`src/rtl/bcd_pkg.sv`:
```
// Shared types and constants for the serial packed-BCD adder/subtractor.
package bcd_pkg;

    localparam int unsigned DIGIT_W  = 4;
    localparam int unsigned BCD_MAX  = 9;
    localparam int unsigned BCD_CORR = 6;

    typedef enum logic [1:0] {
        IDLE = 2'd0,
        RUN  = 2'd1,
        DONE = 2'd2
    } state_e;

    // Nine's complement of one decimal digit; non-BCD inputs map to 10..15 again.
    function automatic logic [DIGIT_W-1:0] nines_comp(input logic [DIGIT_W-1:0] digit);
        return DIGIT_W'(BCD_MAX) - digit;
    endfunction

endpackage

```
`src/rtl/bcd_digit_add.sv`:
```
// Single decimal digit adder with BCD correction and invalid-digit detect.
module bcd_digit_add
    import bcd_pkg::*;
(
    input  logic [DIGIT_W-1:0] a_d,
    input  logic [DIGIT_W-1:0] b_d,
    input  logic               c,
    output logic [DIGIT_W-1:0] s_d,
    output logic               c_o,
    output logic               inv
);

    localparam int unsigned SUM_W = DIGIT_W + 1;

    logic [SUM_W-1:0] t;

    // Binary digit sum, then +6 correction when the decimal digit overflows.
    always_comb begin
        t   = {1'b0, a_d} + {1'b0, b_d} + SUM_W'(c);
        s_d = t[DIGIT_W-1:0];
        c_o = 1'b0;
        if (t > SUM_W'(BCD_MAX)) begin
            s_d = DIGIT_W'(t + SUM_W'(BCD_CORR));
            c_o = 1'b1;
        end
        inv = (a_d > DIGIT_W'(BCD_MAX)) || (b_d > DIGIT_W'(BCD_MAX));
    end

endmodule

```
`src/rtl/bcd_serial_adder.sv`:
```
// Multi-digit packed-BCD adder/subtractor, one digit per clock, LSD first.
// Optional build macro BCD_DIGIT_CHECK_EN adds the sticky invalid-digit flag 'err'.
module bcd_serial_adder
    import bcd_pkg::*;
#(
    parameter int unsigned NDIG = 4
)
(
    input  logic                    clk,
    input  logic                    rst_n,
    input  logic                    in_valid,
    output logic                    in_ready,
    input  logic [DIGIT_W*NDIG-1:0] a,
    input  logic [DIGIT_W*NDIG-1:0] b,
    input  logic                    cin,
    input  logic                    sub,
    output logic                    out_valid,
    input  logic                    out_ready,
    output logic [DIGIT_W*NDIG-1:0] sum,
    output logic                    cout,
    output logic                    busy
`ifdef BCD_DIGIT_CHECK_EN
    ,
    output logic                    err
`endif
);

    localparam int unsigned DATA_W   = DIGIT_W * NDIG;
    localparam int unsigned IDX_W    = (NDIG > 1) ? $clog2(NDIG) : 1;
    localparam int unsigned LAST_IDX = NDIG - 1;

    state_e              state_q, state_d;
    logic [DATA_W-1:0]   opa_q, opa_d;
    logic [DATA_W-1:0]   opb_q, opb_d;
    logic                sub_q, sub_d;
    logic                carry_q, carry_d;
    logic [IDX_W-1:0]    idx_q, idx_d;
    logic [DATA_W-1:0]   sum_q, sum_d;
    logic                cout_q, cout_d;
    logic                in_ready_q, in_ready_d;
    logic                out_valid_q, out_valid_d;
    logic                busy_q, busy_d;

    logic [DIGIT_W-1:0]  dig_a;
    logic [DIGIT_W-1:0]  dig_b_raw;
    logic [DIGIT_W-1:0]  dig_b;
    logic [DIGIT_W-1:0]  dig_s;
    logic                dig_c;
    logic                last_digit;

`ifdef BCD_DIGIT_CHECK_EN
    logic                digit_inv;
    logic                err_sticky_q, err_sticky_d;
    logic                err_q, err_d;
`else
    logic                unused_digit_inv;
`endif

    // Operand digit selection; subtraction adds the nine's complement of B.
    always_comb begin
        dig_a      = opa_q[DIGIT_W*idx_q +: DIGIT_W];
        dig_b_raw  = opb_q[DIGIT_W*idx_q +: DIGIT_W];
        dig_b      = sub_q ? nines_comp(dig_b_raw) : dig_b_raw;
        last_digit = (idx_q == IDX_W'(LAST_IDX));
    end

    // The complement keeps 10..15 out of the BCD range, so inv still flags bad B digits.
    bcd_digit_add u_digit_add (
        .a_d (dig_a),
        .b_d (dig_b),
        .c   (carry_q),
        .s_d (dig_s),
        .c_o (dig_c),
`ifdef BCD_DIGIT_CHECK_EN
        .inv (digit_inv)
`else
        .inv (unused_digit_inv)
`endif
    );

    // State register.
    always_ff @(posedge clk or negedge rst_n) begin
        if (!rst_n) begin
            state_q <= IDLE;
        end else begin
            state_q <= state_d;
        end
    end

    // Next-state logic.
    always_comb begin
        state_d = state_q;
        unique case (state_q)
            IDLE:    if (in_valid)   state_d = RUN;
            RUN:     if (last_digit) state_d = DONE;
            DONE:    if (out_ready)  state_d = IDLE;
            default:                 state_d = IDLE;
        endcase
    end

    // Handshake/status flags decoded from the next state so they come out of flops.
    always_comb begin
        in_ready_d  = (state_d == IDLE);
        out_valid_d = (state_d == DONE);
        busy_d      = (state_d == RUN);
    end

    // Operand capture and digit-serial accumulation.
    always_comb begin
        opa_d   = opa_q;
        opb_d   = opb_q;
        sub_d   = sub_q;
        carry_d = carry_q;
        idx_d   = idx_q;
        sum_d   = sum_q;
        cout_d  = cout_q;
`ifdef BCD_DIGIT_CHECK_EN
        err_sticky_d = err_sticky_q;
`endif
        unique case (state_q)
            IDLE: begin
                if (in_valid) begin
                    opa_d   = a;
                    opb_d   = b;
                    sub_d   = sub;
                    carry_d = sub ? 1'b1 : cin;
                    idx_d   = '0;
`ifdef BCD_DIGIT_CHECK_EN
                    err_sticky_d = 1'b0;
`endif
                end
            end
            RUN: begin
                sum_d[DIGIT_W*idx_q +: DIGIT_W] = dig_s;
                carry_d = dig_c;
                idx_d   = idx_q + IDX_W'(1);
`ifdef BCD_DIGIT_CHECK_EN
                err_sticky_d = err_sticky_q | digit_inv;
`endif
                if (last_digit) begin
                    cout_d = dig_c;
                    idx_d  = '0;
                end
            end
            default: ;
        endcase
`ifdef BCD_DIGIT_CHECK_EN
        err_d = (state_d == DONE) && err_sticky_d;
`endif
    end

    // Datapath and output registers.
    always_ff @(posedge clk or negedge rst_n) begin
        if (!rst_n) begin
            opa_q       <= '0;
            opb_q       <= '0;
            sub_q       <= 1'b0;
            carry_q     <= 1'b0;
            idx_q       <= '0;
            sum_q       <= '0;
            cout_q      <= 1'b0;
            in_ready_q  <= 1'b1;
            out_valid_q <= 1'b0;
            busy_q      <= 1'b0;
`ifdef BCD_DIGIT_CHECK_EN
            err_sticky_q <= 1'b0;
            err_q        <= 1'b0;
`endif
        end else begin
            opa_q       <= opa_d;
            opb_q       <= opb_d;
            sub_q       <= sub_d;
            carry_q     <= carry_d;
            idx_q       <= idx_d;
            sum_q       <= sum_d;
            cout_q      <= cout_d;
            in_ready_q  <= in_ready_d;
            out_valid_q <= out_valid_d;
            busy_q      <= busy_d;
`ifdef BCD_DIGIT_CHECK_EN
            err_sticky_q <= err_sticky_d;
            err_q        <= err_d;
`endif
        end
    end

    assign in_ready  = in_ready_q;
    assign out_valid = out_valid_q;
    assign busy      = busy_q;
    assign sum       = sum_q;
    assign cout      = cout_q;
`ifdef BCD_DIGIT_CHECK_EN
    assign err       = err_q;
`endif

endmodule

```
`config.mk`:
```
export PLATFORM = sky130hd
export DESIGN_NAME = bcd_serial_adder
export DESIGN_NICKNAME = d
export VERILOG_FILES = /design/src/rtl/bcd_pkg.sv /design/src/rtl/bcd_digit_add.sv /design/src/rtl/bcd_serial_adder.sv
export SDC_FILE = /design/constraint.sdc
export NUM_CORES = 1
export LEC_CHECK = 0
export BUFFER_PORTS_ARGS = -buffer_cell sky130_fd_sc_hd__buf_2
export CAP_MARGIN = 20
export CORE_MARGIN = 3
export CORE_UTILIZATION = 55
export CTS_BUF_LIST = sky130_fd_sc_hd__clkbuf_16
export DETAILED_ROUTE_END_ITERATION = 7
export PLACE_DENSITY_LB_ADDON = 0.1
export SLEW_MARGIN = 20
export SYNTH_ARGS = -nofsm -noshare
export SYNTH_HDL_FRONTEND = slang
export SYNTH_HIERARCHICAL = 1
export SYNTH_SLANG_ARGS = --single-unit
```
`constraint.sdc`:
```
create_clock -name clk -period 4.2 [get_ports clk]
set_input_delay 0.63 -clock clk [delete_from_list [all_inputs] [get_ports clk]]
set_output_delay 0.63 -clock clk [all_outputs]
set_load 0.05 [all_outputs]
```
---- Yosys cells after proc, flatten, opt, wreduce, memory -nomap -nowiden ----
Index checks and enable logic that the tools add are counted.
operators by class
  order comparisons ....................... 1
  add/sub/neg operators ................... 6
  reductions and logical operators ........ 6
  equality and inequality tests ........... 6
  shift-type cells ........................ 4
  multiplexer cells ....................... 14
operator list
  kind                       count
  $neg A4 Y34                1
  $shift A4 B34 Y16 const A  1
  $shiftx A4 B34 Y16         1
  $shiftx A16 B5 Y4          2
  $bwmux W16                 1
  $mux W2                    5
  $mux W4                    2
  $eq A2 B2 Y1 const B       3
  $pmux W2 S3                1
  $reduce_and A2 Y1          3
  $add A4 B4 Y5              1
  $add A5 B1 Y5              1
  $gt A5 B4 Y1 const B       1
  $add A4 B3 Y4 const B      1
  $eq A2 B1 Y1 const B       2
  $logic_not A2 Y1           2
  $pmux W2 S2                1
  $sub A4 B4 Y4 const A      1
  $mux W1                    3
  $add A2 B1 Y2 const B      1
  $ne A2 B2 Y1 const B       1
  $pmux W1 S2                1
  $reduce_bool A2 Y1         1
storage, ports and cells
  flip-flop bits (word level) ............. 58
  input port bits ......................... 38
  output and inout bits ................... 20

---- Logic depth before layout (Yosys ltp) ----
  depth in word-level cells ............... 9
  depth in mapped cells ................... 14
  depth with buffers taken out ............ 13

---- By module ----
Netlist, hierarchy kept.
by module, submodules not included
  module            sequential area each (sq um)  instances  cells an instance  area each (sq um)
  bcd_serial_adder  1,452.6                       1          179                2,710.1
  bcd_digit_add     0.0                           1          25                 225.2

---- Worst setup path after synthesis ----
Ideal clock, no wire load.
  path kind ............................... register -> register
  start ................................... register idx_q[0]
  end ..................................... register sum_q[10], in the netlist sum[10]
  cell stages (with the launch flop) ...... 12
  setup time .............................. 0.067 ns
  required time ........................... 4.133 ns
  arrival ................................. 3.386 ns
  setup slack ............................. 0.747 ns
  cells stage by stage .................... dfrtp_1 > buf_6 > mux4_2 > xor2_1 > fa_1 > fa_1 > xnor2_1 > ha_1 > a31o_1 > o31ai_4 > mux2i_1 > a22o_1
between the ends
  longest elaborated chain between the ends .. 9
  elaborated cells between the ends (all ways) .. 13
  classes of those cells .................. add/sub (5); order compare (1); shift (4); mux (3)
ends and longest elaborated chain
  item                                           line                                      RTL
  start, declared                                bcd_serial_adder.sv:37                    logic [IDX_W-1:0] idx_q, idx_d;
  start signal, assigned                         bcd_serial_adder.sv:174                   idx_q <= idx_d;
  $shiftx A16 B5 Y4 *                            bcd_serial_adder.sv:62                    dig_b_raw = opb_q[DIGIT_W*idx_q +: DIGIT_W];
  $sub A4 B4 Y4                                  bcd_pkg.sv:16                             return DIGIT_W'(BCD_MAX) - digit;
  $mux W4 *                                      bcd_serial_adder.sv:63                    dig_b = sub_q ? nines_comp(dig_b_raw) : dig_b_raw;
  via dig_b[0]                                   bcd_serial_adder.sv:46                    logic [DIGIT_W-1:0] dig_b;
  $add A4 B4 Y5 *                                bcd_digit_add.sv:19                       t = {1'b0, a_d} + {1'b0, b_d} + SUM_W'(c);
  $add A5 B1 Y5 *                                bcd_digit_add.sv:19
  $add A4 B3 Y4 or $gt A5 B4 Y1 (tied branches)  bcd_digit_add.sv:23, bcd_digit_add.sv:22
  $mux W4 *                                      bcd_digit_add.sv:22                       if (t > SUM_W'(BCD_MAX)) begin
  via dig_s[2]                                   bcd_serial_adder.sv:47                    logic [DIGIT_W-1:0] dig_s;
  $shiftx A4 B34 Y16 *                           bcd_serial_adder.sv:134                   sum_d[DIGIT_W*idx_q +: DIGIT_W] = dig_s;
  $bwmux W16 *                                   bcd_serial_adder.sv:134
  end signal, assigned                           bcd_serial_adder.sv:175                   sum_q <= sum_d;
  end, declared                                  bcd_serial_adder.sv:38                    logic [DATA_W-1:0] sum_q, sum_d;
Mark *: on every way through the listed nets, which the timed path passes. The rest lies on a longest branch.
A chain may end at the register's enable or synchronous reset.

---- Final worst setup path ----
  start ................................... register idx_q[1]
  end ..................................... register sum_q[3], in the netlist sum[3]
Same word-level chain as after synthesis.

==> results.md <==
- Outcome: complete, no violations
- Non-Filler Instances: roughly 340
- ANT cells: 0
- Core Rows: 25
- Post-route cell area: around 3500 sq um
- Vias in the first global route: between 1500 and 2000
- Clk_skew: 0.00974 ns
- Reg2reg path depth: 12
- Worst slew pin tran: 0.882 ns
- Root Driver: clkbuf_16
- Hold buffer count at CTS: 0
- Clock buffer depth: 2
- DP Cell Count: 319
- Synth Warn #: 6
- Area growth from synthesis to layout: 19.0%
- Post-Syn Instances: around 200
- Core Area: between 4000 and 5000 sq um
- Initial DRC count: 84
- Area of the multi-input gates: 1360 sq um
- Crit Path Class: reg -> reg
- RSZ-0062 raised after global routing: no
- Max cap viols: 0
- Required time worst endpoint: 4.40 ns
- Grt total ovfl: 0
- Post-CTS setup buffer count: 0
- Hpwl dp: about 3800 um
- Slowest CP cell: dfrtp_1
- Crit-path max FO: 14
- Starting density of the core: 59.5%
- Wire length per cell: roughly 16 um
- Worst-path clk slew: 0.05 ns
- Vias: 1819
- Vias per inst: 5.43
- Placed cell area: between 3000 and 4000 sq um
- Clock sink count: slightly below 60
- Crit path DAT: 4.02 ns
- WL final: 5340 um
- Crit path from: idx_q[1]
- Die X: about 79 um
- Io pins: 58
- CTS tree: built
- Average size of a mapped cell: 14.5 sq um
- Drc violations: 0
- Layout fillers: approximately 350
- Final period util: 90.8%
- Area of the mapped netlist: about 2900 sq um
- DIE AREA: 6220 sq um
- CTS buffer count: 9
- Nets: 314
- Ratio of cells with drive above 1 in the final layout: 45.9%
- Crit-path cells: mux2_2 > o21ai_0 > ha_1 > nand2b_1 > o211a_1 > ha_1 > xnor2_1 > ha_1 > a31o_1 > a2111oi_0 > nor2b_1 > a22o_1
- Slew Viols, Final: 0
- Later-pin clock latency in the skew report: 0.32 ns
- Relative slew slack: between 40 and 50%
- Crit path time final: 3.81 ns
- Fin. Hold Viols: 0
- First-pass GRT wire length: 9280 um
- Most common cell on crit path: ha_1
- Beginning of the worst register-to-register path: idx_q[1]
- CP endpoint kind: flop
- Fmax: 262 MHz
- Delay of the slowest cell on the worst path: 0.69 ns
- Largest net degree at the start of global routing: 59
- Core Util, Final: 70.8%
- Final setup viols: 0
- Fin Setup TNS: 0 ns
- GRT Overall Usage: 19.7%
- Hold Crit Class: in -> async
- Syn nets: 252
- # port buffers: 57
- Vert. Die Dim: about 79 um
- H-tree levels: 3
- Startpoint type of the worst setup path: flop
- Drt first pass iters: 4
- Antenna Nets Post-Route: 0
- Initial antenna violation count: 0
- Cts repair resizes: 0
- GPL Wtd Cong: slightly below 0.8
- Register Area: 1450 sq um
cell type report:
class                      instances  area share (%)
sequential                        58            41.8
inverter                           7           0.756
clock inverter                     7           0.756
clock buffer                       9            6.48
tap                               67            2.41
multi-input combinational        128            39.2
timing repair buffer              59            8.64
state kept, by name (all words and copies together), names as in the netlist:
register / cells
carry_q: 1
cout: 1
sum: 16
opa_q: 16
sub_q: 1
busy: 1
idx_q: 2
out_valid: 1
opb_q: 16
state_q: 2
in_ready: 1
metal layers:
layer	share of wire, %	GRT usage [%]	up-vias
met2	48	31.2	47
met4	1.9	10.5	0
met1	46	25.3	885
met5	0	0	-
met3	4.1	4.54	9
li1	-	-	878
cell usage in the layout (no fill, tap or decap), types with 2 or more instances in the layout:
cell,count
nand2_1,9
nor4b_4,2
nor2_1,5
mux4_2,4
inv_2,2
nand3_1,2
o31ai_1,2
dfrtp_1,57
mux2_2,35
a22o_1,14
xnor2_1,3
nand2b_1,3
inv_1,11
buf_4,2
a21oi_1,3
mux4_1,3
clkbuf_16,9
buf_2,57
o41ai_1,2
nand3b_4,3
mux2i_1,2
fa_1,2
ha_1,11
o21ai_0,2
critical path: cells and delay by family, from the launching register on:
family | cells | cell delay, ns
AOI/OAI and AO/OA | 5 | 1.26
DFF | 1 | 0.69
xor gates and xnor gates | 1 | 0.19
and+or+nand+nor | 2 | 0.32
adders and majority gates | 3 | 0.83
muxes | 1 | 0.41
worst paths after layout:
path,end,slack [ns]
worst max-delay path,sum[3],0.39
max in group asynchronous,opa_q[7],3.26
min in group clk,sum[8],0.47
worst min-delay path,sum[4],0.44
worst max register to register,sum[3],0.39
worst min register to register,sum[8],0.47
metrics by stage:
stage,setup WS (ns),hold WS (ns)
after floorplan,0.747,0.334
after global placement,0.535,0.461
after detailed placement,0.431,0.461
after CTS,0.430,0.476
after global routing,0.189,0.506
final,0.385,0.437
Power is not shown: default switching activity piles up to over one toggle a cycle in this logic, so the estimate is an artifact.
